$ cat src/rtl/spi_shift_engine.sv
`default_nettype none
// ============================================================================
// spi_shift_engine : SPI mode-0 master shift engine, MSB first, CS-framed.
// Revision: 1.0
// ============================================================================
module spi_shift_engine #(
   parameter int CLK_DIV = 2,
   parameter int DATA_W  = 32
) (
   input  logic              clk,
   input  logic              reset_n,
   input  logic              go_transfer,
   input  logic [DATA_W-1:0] data_write_to_spi,
   output logic [DATA_W-1:0] data_read_from_spi,
   output logic              data_pack_ready,
   output logic              busy,
   output logic              spi_sclk,
   output logic              spi_mosi,
   input  logic              spi_miso,
   output logic              spi_cs_n
);

   localparam int DIV_W = $clog2(CLK_DIV + 1);
   localparam int BIT_W = $clog2(DATA_W + 1);
   localparam logic [DIV_W-1:0] DIV_LAST = DIV_W'(CLK_DIV - 1);
   localparam logic [BIT_W-1:0] BIT_LAST = BIT_W'(DATA_W - 1);

   typedef enum logic [2:0] {
      S_IDLE  = 3'd0,
      S_SETUP = 3'd1,
      S_SHIFT = 3'd2,
      S_HOLD  = 3'd3,
      S_DONE  = 3'd4
   } state_t;

   // Reset asserts asynchronously but releases on a clock edge.
   logic [1:0] rst_sync_q;
   logic       rst_n;

   always_ff @(posedge clk or negedge reset_n) begin
      if (!reset_n) begin
         rst_sync_q <= 2'b00;
      end else begin
         rst_sync_q <= {rst_sync_q[0], 1'b1};
      end
   end

   assign rst_n = rst_sync_q[1];

   state_t              state_q, state_d;
   logic                go_q;
   logic [DATA_W-1:0]   tx_q, tx_d;
   logic [DATA_W-1:0]   rx_q, rx_d;
   logic [DATA_W-1:0]   dout_q, dout_d;
   logic [DIV_W-1:0]    div_q, div_d;
   logic [BIT_W-1:0]    bit_q, bit_d;
   logic                sclk_q, sclk_d;
   logic                cs_n_q, cs_n_d;
   logic                ready_q, ready_d;
   logic                busy_q, busy_d;
   logic                start;
   logic                tick;

   assign start = go_transfer & ~go_q;
   assign tick  = (div_q == DIV_LAST);

   always_ff @(posedge clk or negedge rst_n) begin
      if (!rst_n) begin
         state_q <= S_IDLE;
         go_q    <= 1'b0;
         tx_q    <= '0;
         rx_q    <= '0;
         dout_q  <= '0;
         div_q   <= '0;
         bit_q   <= '0;
         sclk_q  <= 1'b0;
         cs_n_q  <= 1'b1;
         ready_q <= 1'b0;
         busy_q  <= 1'b0;
      end else begin
         state_q <= state_d;
         go_q    <= go_transfer;
         tx_q    <= tx_d;
         rx_q    <= rx_d;
         dout_q  <= dout_d;
         div_q   <= div_d;
         bit_q   <= bit_d;
         sclk_q  <= sclk_d;
         cs_n_q  <= cs_n_d;
         ready_q <= ready_d;
         busy_q  <= busy_d;
      end
   end

   always_comb begin
      state_d = state_q;
      tx_d    = tx_q;
      rx_d    = rx_q;
      dout_d  = dout_q;
      div_d   = div_q;
      bit_d   = bit_q;
      sclk_d  = sclk_q;
      cs_n_d  = cs_n_q;
      ready_d = 1'b0;
      busy_d  = busy_q;

      case (state_q)
         S_IDLE: begin
            if (start) begin
               tx_d    = data_write_to_spi;
               rx_d    = '0;
               div_d   = '0;
               bit_d   = '0;
               sclk_d  = 1'b0;
               cs_n_d  = 1'b0;
               busy_d  = 1'b1;
               state_d = S_SETUP;
            end
         end

         S_SETUP: begin
            if (tick) begin
               div_d   = '0;
               state_d = S_SHIFT;
            end else begin
               div_d = div_q + DIV_W'(1);
            end
         end

         S_SHIFT: begin
            if (tick) begin
               div_d  = '0;
               sclk_d = ~sclk_q;
               if (!sclk_q) begin
                  // Rising SCLK edge: capture MISO into the LSB.
                  rx_d = (rx_q << 1) | DATA_W'(spi_miso);
               end else begin
                  tx_d  = tx_q << 1;
                  bit_d = bit_q + BIT_W'(1);
                  if (bit_q == BIT_LAST) begin
                     state_d = S_HOLD;
                  end
               end
            end else begin
               div_d = div_q + DIV_W'(1);
            end
         end

         S_HOLD: begin
            if (tick) begin
               div_d   = '0;
               cs_n_d  = 1'b1;
               dout_d  = rx_q;
               ready_d = 1'b1;
               state_d = S_DONE;
            end else begin
               div_d = div_q + DIV_W'(1);
            end
         end

         S_DONE: begin
            busy_d  = 1'b0;
            state_d = S_IDLE;
         end

         default: begin
            state_d = S_IDLE;
            tx_d    = '0;
            rx_d    = '0;
            dout_d  = '0;
            div_d   = '0;
            bit_d   = '0;
            sclk_d  = 1'b0;
            cs_n_d  = 1'b1;
            ready_d = 1'b0;
            busy_d  = 1'b0;
         end
      endcase
   end

   assign data_read_from_spi = dout_q;
   assign data_pack_ready    = ready_q;
   assign busy               = busy_q;
   assign spi_sclk           = sclk_q;
   assign spi_cs_n           = cs_n_q;
   // MOSI is forced low outside the chip-select window.
   assign spi_mosi           = ~cs_n_q & tx_q[DATA_W-1];

endmodule
`default_nettype wire

$ cat config.mk
export PLATFORM = sky130hd
export DESIGN_NAME = spi_shift_engine
export DESIGN_NICKNAME = d
export VERILOG_FILES = /design/src/rtl/spi_shift_engine.sv
export SDC_FILE = /design/constraint.sdc
export NUM_CORES = 1
export LEC_CHECK = 0
export BUFFER_PORTS_ARGS = -buffer_cell sky130_fd_sc_hd__buf_2
export CAP_MARGIN = 30
export CORE_MARGIN = 2
export CORE_UTILIZATION = 34
export CTS_CLUSTER_DIAMETER = 120
export CTS_CLUSTER_SIZE = 16
export DETAILED_ROUTE_END_ITERATION = 16
export GPL_ROUTABILITY_DRIVEN = 0
export RECOVER_POWER = 25
export REMOVE_ABC_BUFFERS = 1
export SKIP_CTS_REPAIR_TIMING = 1
export SLEW_MARGIN = 20
export SYNTH_ARGS = -nofsm -noshare
export SYNTH_HDL_FRONTEND = slang
export SYNTH_SLANG_ARGS = --single-unit
$ cat constraint.sdc
create_clock -name clk -period 10.55 [get_ports clk]
set_input_delay 1.5825 -clock clk [delete_from_list [all_inputs] [get_ports clk]]
set_output_delay 1.5825 -clock clk [all_outputs]
set_load 0.01 [all_outputs]
==> results of run 1 <==
## registers in the layout, indices dropped and copies added, names as in the netlist
register / cells
busy: 1
bit_q: 6
data_pack_ready: 1
state_q: 3
rst_sync_q: 2
spi_sclk: 1
go_q: 1
div_q: 2
tx_q: 32
spi_cs_n: 1
data_read_from_spi: 32
rx_q: 32
## where the power goes
part	switching [W]	leakage [nW]	internal [W]	total, W
registers	0.0000831	1.54	0.000527	0.000611
clock network	0.000214	0.307	0.000404	0.000618
logic	0.000320	1.25	0.000291	0.000611
total	0.000616	3.09	0.00122	0.00184
## worst min path at each step
stage                       start                     to  slack, ns
global placement    rst_sync_q[1]  data_read_from_spi[0]       0.28
floorplan           rst_sync_q[0]          rst_sync_q[1]       0.33
finish              rst_sync_q[0]          rst_sync_q[1]       0.35
CTS                 rst_sync_q[1]  data_read_from_spi[2]       0.30
global route        rst_sync_q[0]          rst_sync_q[1]       0.36
detailed placement  rst_sync_q[1]                rx_q[0]       0.29
## cell type report
class / count / area share
Tap cell: 184 / 0.0366
Timing Repair Buffer: 81 / 0.0789
Clock buffer: 18 / 0.0699
Clock inverter: 14 / 0.0321
Sequential cell: 114 / 0.454
Multi-Input combinational cell: 260 / 0.309
Inverter: 33 / 0.0197
## through the flow
stage                     hold WS [ns]  total power [W]
after floorplan                  0.331          0.00104
after global placement           0.282          0.00117
after detailed placement         0.294          0.00123
after CTS                        0.297          0.00186
after global routing             0.356          0.00195
final                            0.348          0.00184
## layer usage
| layer | routed length (um) | part of all wire |
|---|---|---|
| met2 | 4930 | 0.47 |
| met4 | 178 | 0.017 |
| met5 | 0 | 0 |
| met1 | 4920 | 0.47 |
| met3 | 409 | 0.039 |
## synth_stat cells (3+ instances only)
cell type / n / area (um^2)
mux2_4: 29 / 435
inv_1: 33 / 124
buf_2: 15 / 75.1
nor2_1: 41 / 154
mux2_2: 3 / 33.8
nand4_1: 3 / 18.8
a22o_1: 32 / 280
nand3_1: 32 / 160
dfrtp_1: 113 / 2830
nor2b_1: 3 / 18.8
buf_6: 3 / 33.8
o21ai_0: 37 / 185
nor3_1: 6 / 30.0
mux2i_1: 32 / 320
clkbuf_1: 12 / 45.0
a21oi_1: 5 / 25.0
nand2_1: 10 / 37.5
## logic make-up (layout without fill, tap and decap cells)
group,count (synthesis),after routing,synth area share
buffers and inverters,64,146,0.0556
AOI/OAI and AO/OA,90,90,0.124
adders and majority gates,1,1,0.00247
DFF,114,114,0.564
and+or+nand+nor,103,103,0.0947
xor gates and xnor gates,1,1,0.00173
other,1,1,0.000741
muxes,64,64,0.156
==> results.json, run 1 <==
{
  "status": "complete, but fails checks",
  "violations": "max-capacitance violations, max-slew violations",
  "min_period_over_period": 0.305,
  "fmax_mhz": 310,
  "numPortBuffers": 72,
  "cp.arrival_ns": 3.29,
  "worstHoldPathType": "reg2reg",
  "power.density_mw_per_mm2": 293,
  "via_per_inst": 4.93,
  "endpoint": "div_q[0]",
  "tightest_slew_ns": 2.18,
  "diodes": 0,
  "cp.required_ns": 10.62,
  "max_stage_delay_ns": 1.64,
  "clockBufferDepth": 2,
  "fillers": 1391,
  "final_common_cell": "dfrtp_1",
  "worstSkewPairLatency_ns": 0.41,
  "clockRootBuffer": "clkbuf_16",
  "yosysSeqAreaShare": 0.564,
  "crit_type": "reg2async",
  "grt_max_degree": 65,
  "met3_usage": 0.0391,
  "nets": 544,
  "rsz0062_at_grt": "no",
  "r2r-end": "div_q[0]",
  "grt_usage": 0.141,
  "area_growth_pct": 24.2,
  "cp_max_fo": 39,
  "r2r_setup_slack_ns": 7.33,
  "grt_overflow": 0,
  "drc": 0,
  "multi_input_area_mm2": 0.00194,
  "netlist_instances": 438,
  "async_flop_share": 1.00,
  "die-height_um": 126,
  "dpl_cell_area_mm2": 0.00565,
  "path_buf_inv": 1,
  "slew_viol_final": 39,
  "dr.pass1.iters": 4,
  "hold_viol_final": 0,
  "stdcell_count": 704,
  "leakage_nw": 3.09,
  "grt_pass1_vias": 3601,
  "use_met1": 0.190,
  "finalSetupTns_ns": 0,
  "crit_chain": "clkbuf_1",
  "ff2ff_path_depth": 1,
  "dpl.hpwl_mm": 6.66,
  "ys_warn_count": 0,
  "slew_headroom": -0.456,
  "finalClockSkew_ns": 0.00867,
  "dieArea_mm2": 0.0159,
  "dpl.cell_count": 672,
  "grt_busiest_layer": "met2",
  "antenna_found_initial": 0,
  "globalRouteMet2Util": 0.218,
  "core_region_area_mm2": 0.0145,
  "final_cell_mix": "dfrtp_1, buf_2, nor2_1",
  "final_area_mm2": 0.00628,
  "grt_pass1_wl_mm": 18.1,
  "syn_area_mm2": 0.00506,
  "synthFlopType": "dfrtp_1",
  "clock-sinks": 114,
  "num_io_pins": 73,
  "cts_tree": "yes",
  "holdPathStages": 0,
  "h-tree-depth": 4,
  "fin_util": 0.432,
  "wire_per_inst_um": 14.8,
  "critPathSlowestCell": "clkbuf_1",
  "maxCapViolCount": 1,
  "dp_slack_ns": 7.32,
  "min_period_ns": 3.22,
  "fin_ws_ns": 7.33,
  "dieWidth_um": 126,
  "irDropWorstVdd_v": 0.000101,
  "rows": 44,
  "critPathLaunchType": "flop",
  "synth_cell_types": 40,
  "worstSetupStartpoint": "rst_sync_q[1]",
  "cp.depth": 1,
  "setup_viol_count_final": 0,
  "cts_buffers": 17,
  "synth_seq_cells": 114,
  "layout-drive-gt1-share": 0.288,
  "final-seq-area_mm2": 0.00285,
  "initial_core_util": 0.348,
  "rr_startpoint": "rst_sync_q[1]",
  "clk_pin_slew_ns": 0.06,
  "critPathTopFamily": "buffers and inverters",
  "ant_nets": 0,
  "vias": 3468,
  "cp-end-kind": "asynchronous set/reset pin",
  "avgSynthCellArea_um2": 11.5,
  "drt_iter0_markers": 180,
  "routed_wl_mm": 10.4,
  "synth_edf_count": 0
}
Note: power is estimated with default switching activity, not from simulation.
==> run 2, diff against run 1 <==
==> constraint.sdc (replaced) <==
create_clock -name clk -period 2.8 [get_ports clk]
set_input_delay 0.42 -clock clk [delete_from_list [all_inputs] [get_ports clk]]
set_output_delay 0.42 -clock clk [all_outputs]
set_load 0.01 [all_outputs]
==> results.json, run 2 (synthesis gave the netlist of run 1 again) <==
{
  "cp.arrival_ns": 2.41,
  "grt_max_degree": 65,
  "finalClockSkew_ns": 0.00883,
  "slew_headroom": -0.239,
  "antenna_found_initial": 0,
  "clk_pin_slew_ns": 0.05,
  "grt_pass1_wl_mm": 17.8,
  "critPathLaunchType": "flop",
  "routed_wl_mm": 10.4,
  "wire_per_inst_um": 14.7,
  "core_region_area_mm2": 0.0145,
  "diodes": 0,
  "maxCapViolCount": 1,
  "power.density_mw_per_mm2": 1070,
  "critPathTopFamily": "multiplexers",
  "cp.required_ns": 3.09,
  "irDropWorstVdd_v": 0.000565,
  "min_period_over_period": 0.756,
  "dpl_cell_area_mm2": 0.00559,
  "max_stage_delay_ns": 0.56,
  "cp_max_fo": 33,
  "area_growth_pct": 22.4,
  "clockRootBuffer": "clkbuf_16",
  "slew_viol_final": 45,
  "worstHoldPathType": "in2reg",
  "fillers": 1418,
  "fmax_mhz": 472,
  "h-tree-depth": 4,
  "die-height_um": 126,
  "crit_type": "reg2reg",
  "cts_tree": "yes",
  "via_per_inst": 4.92,
  "critPathSlowestCell": "dfrtp_1",
  "crit_chain": "mux2i_1 > o21ai_4 > nand2_2 > buf_4 > mux2_2",
  "dpl.hpwl_mm": 6.45,
  "initial_core_util": 0.348,
  "min_period_ns": 2.12,
  "num_io_pins": 73,
  "grt_pass1_vias": 3505,
  "final_area_mm2": 0.00619,
  "r2r_setup_slack_ns": 0.68,
  "hold_viol_final": 0,
  "grt_usage": 0.140,
  "clockBufferDepth": 2,
  "worstSkewPairLatency_ns": 0.41,
  "dieArea_mm2": 0.0159,
  "leakage_nw": 3.05,
  "rows": 44,
  "dieWidth_um": 126,
  "ant_nets": 0,
  "numPortBuffers": 72,
  "drt_iter0_markers": 161,
  "cts_buffers": 17,
  "final_common_cell": "dfrtp_1",
  "clock-sinks": 114,
  "path_buf_inv": 1,
  "status": "complete, but fails checks",
  "violations": "max-capacitance violations, max-slew violations",
  "cp-end-kind": "flop",
  "tightest_slew_ns": 1.86,
  "dpl.cell_count": 672,
  "final_cell_mix": "dfrtp_1, buf_2, nor2_1",
  "dr.pass1.iters": 5,
  "setup_viol_count_final": 0,
  "vias": 3470,
  "nets": 545,
  "grt_overflow": 0,
  "drc": 0,
  "rsz0062_at_grt": "no",
  "layout-drive-gt1-share": 0.284,
  "stdcell_count": 705
}
==> run 2: changes by cell type in the layout (fill, tap and decap cells not counted), sizes merged <==
cell         change
clkbuf           +4
inv              -3
bufinv           -1
clkinv           -1
clkinvlp         +1
dlygate4sd3      +1
==> run 2: area by class of cell <==
class                           count  area [um^2]  share of cell area
Sequential cell                   114         2860               0.461
Clock buffer                       22          464              0.0749
Inverter                           33          124              0.0200
Tap cell                          184          230              0.0372
Multi-Input combinational cell    260         1940               0.313
Clock inverter                     10          133              0.0214
Timing Repair Buffer               82          448              0.0723
==> run 2: final timing paths <==
path / cells past startpoint / to / startpoint
worst min register to register: 0 / rst_sync_q[1] / rst_sync_q[0]
worst max-delay path: 5 / tx_q[28] / state_q[0]
max in group asynchronous: 1 / rx_q[18] / rst_sync_q[1]
min in group asynchronous: 2 / rst_sync_q[0] / reset_n
worst min-delay path: 1 / go_q / go_transfer
worst max register to register: 5 / tx_q[28] / state_q[0]
==> run 2: worst reg2reg max path, delay by kind of cell (launching register included) <==
kind	cells	cell delay [ns]
flops	1	0.56
mux	2	0.76
compound gates	1	0.13
buf+inv	1	0.48
simple gates	1	0.08
==> run 2: power breakdown <==
| group | switching (W) | internal [W] | total (W) |
|---|---|---|---|
| Combinational | 0.00121 | 0.000997 | 0.00220 |
| Sequential | 0.000285 | 0.00199 | 0.00228 |
| Clock | 0.000732 | 0.00144 | 0.00217 |
| Total | 0.00223 | 0.00443 | 0.00665 |
==> run 2: metrics by stage <==
step	worst slack (ns)	setup TNS, ns	hold WS [ns]	util	power [W]
after floorplan	-0.609	-93.40	0.124	-	0.00390
after global placement	0.795	0	0.206	0.385	0.00444
after detailed placement	0.724	0	0.207	0.385	0.00451
after CTS	0.677	0	-0.237	0.426	0.00672
after global routing	0.457	0	0.144	0.426	0.00705
final	0.682	0	0.148	0.426	0.00665
==> run 2: routing by layer <==
layer | wire length (um) | vias to the layer above | GRT usage
li1 | - | 1669 | -
met1 | 4920 | 1718 | 0.191
met2 | 4910 | 74 | 0.208
met3 | 423 | 9 | 0.0433
met4 | 123 | 0 | 0.0608
met5 | 0 | - | 0
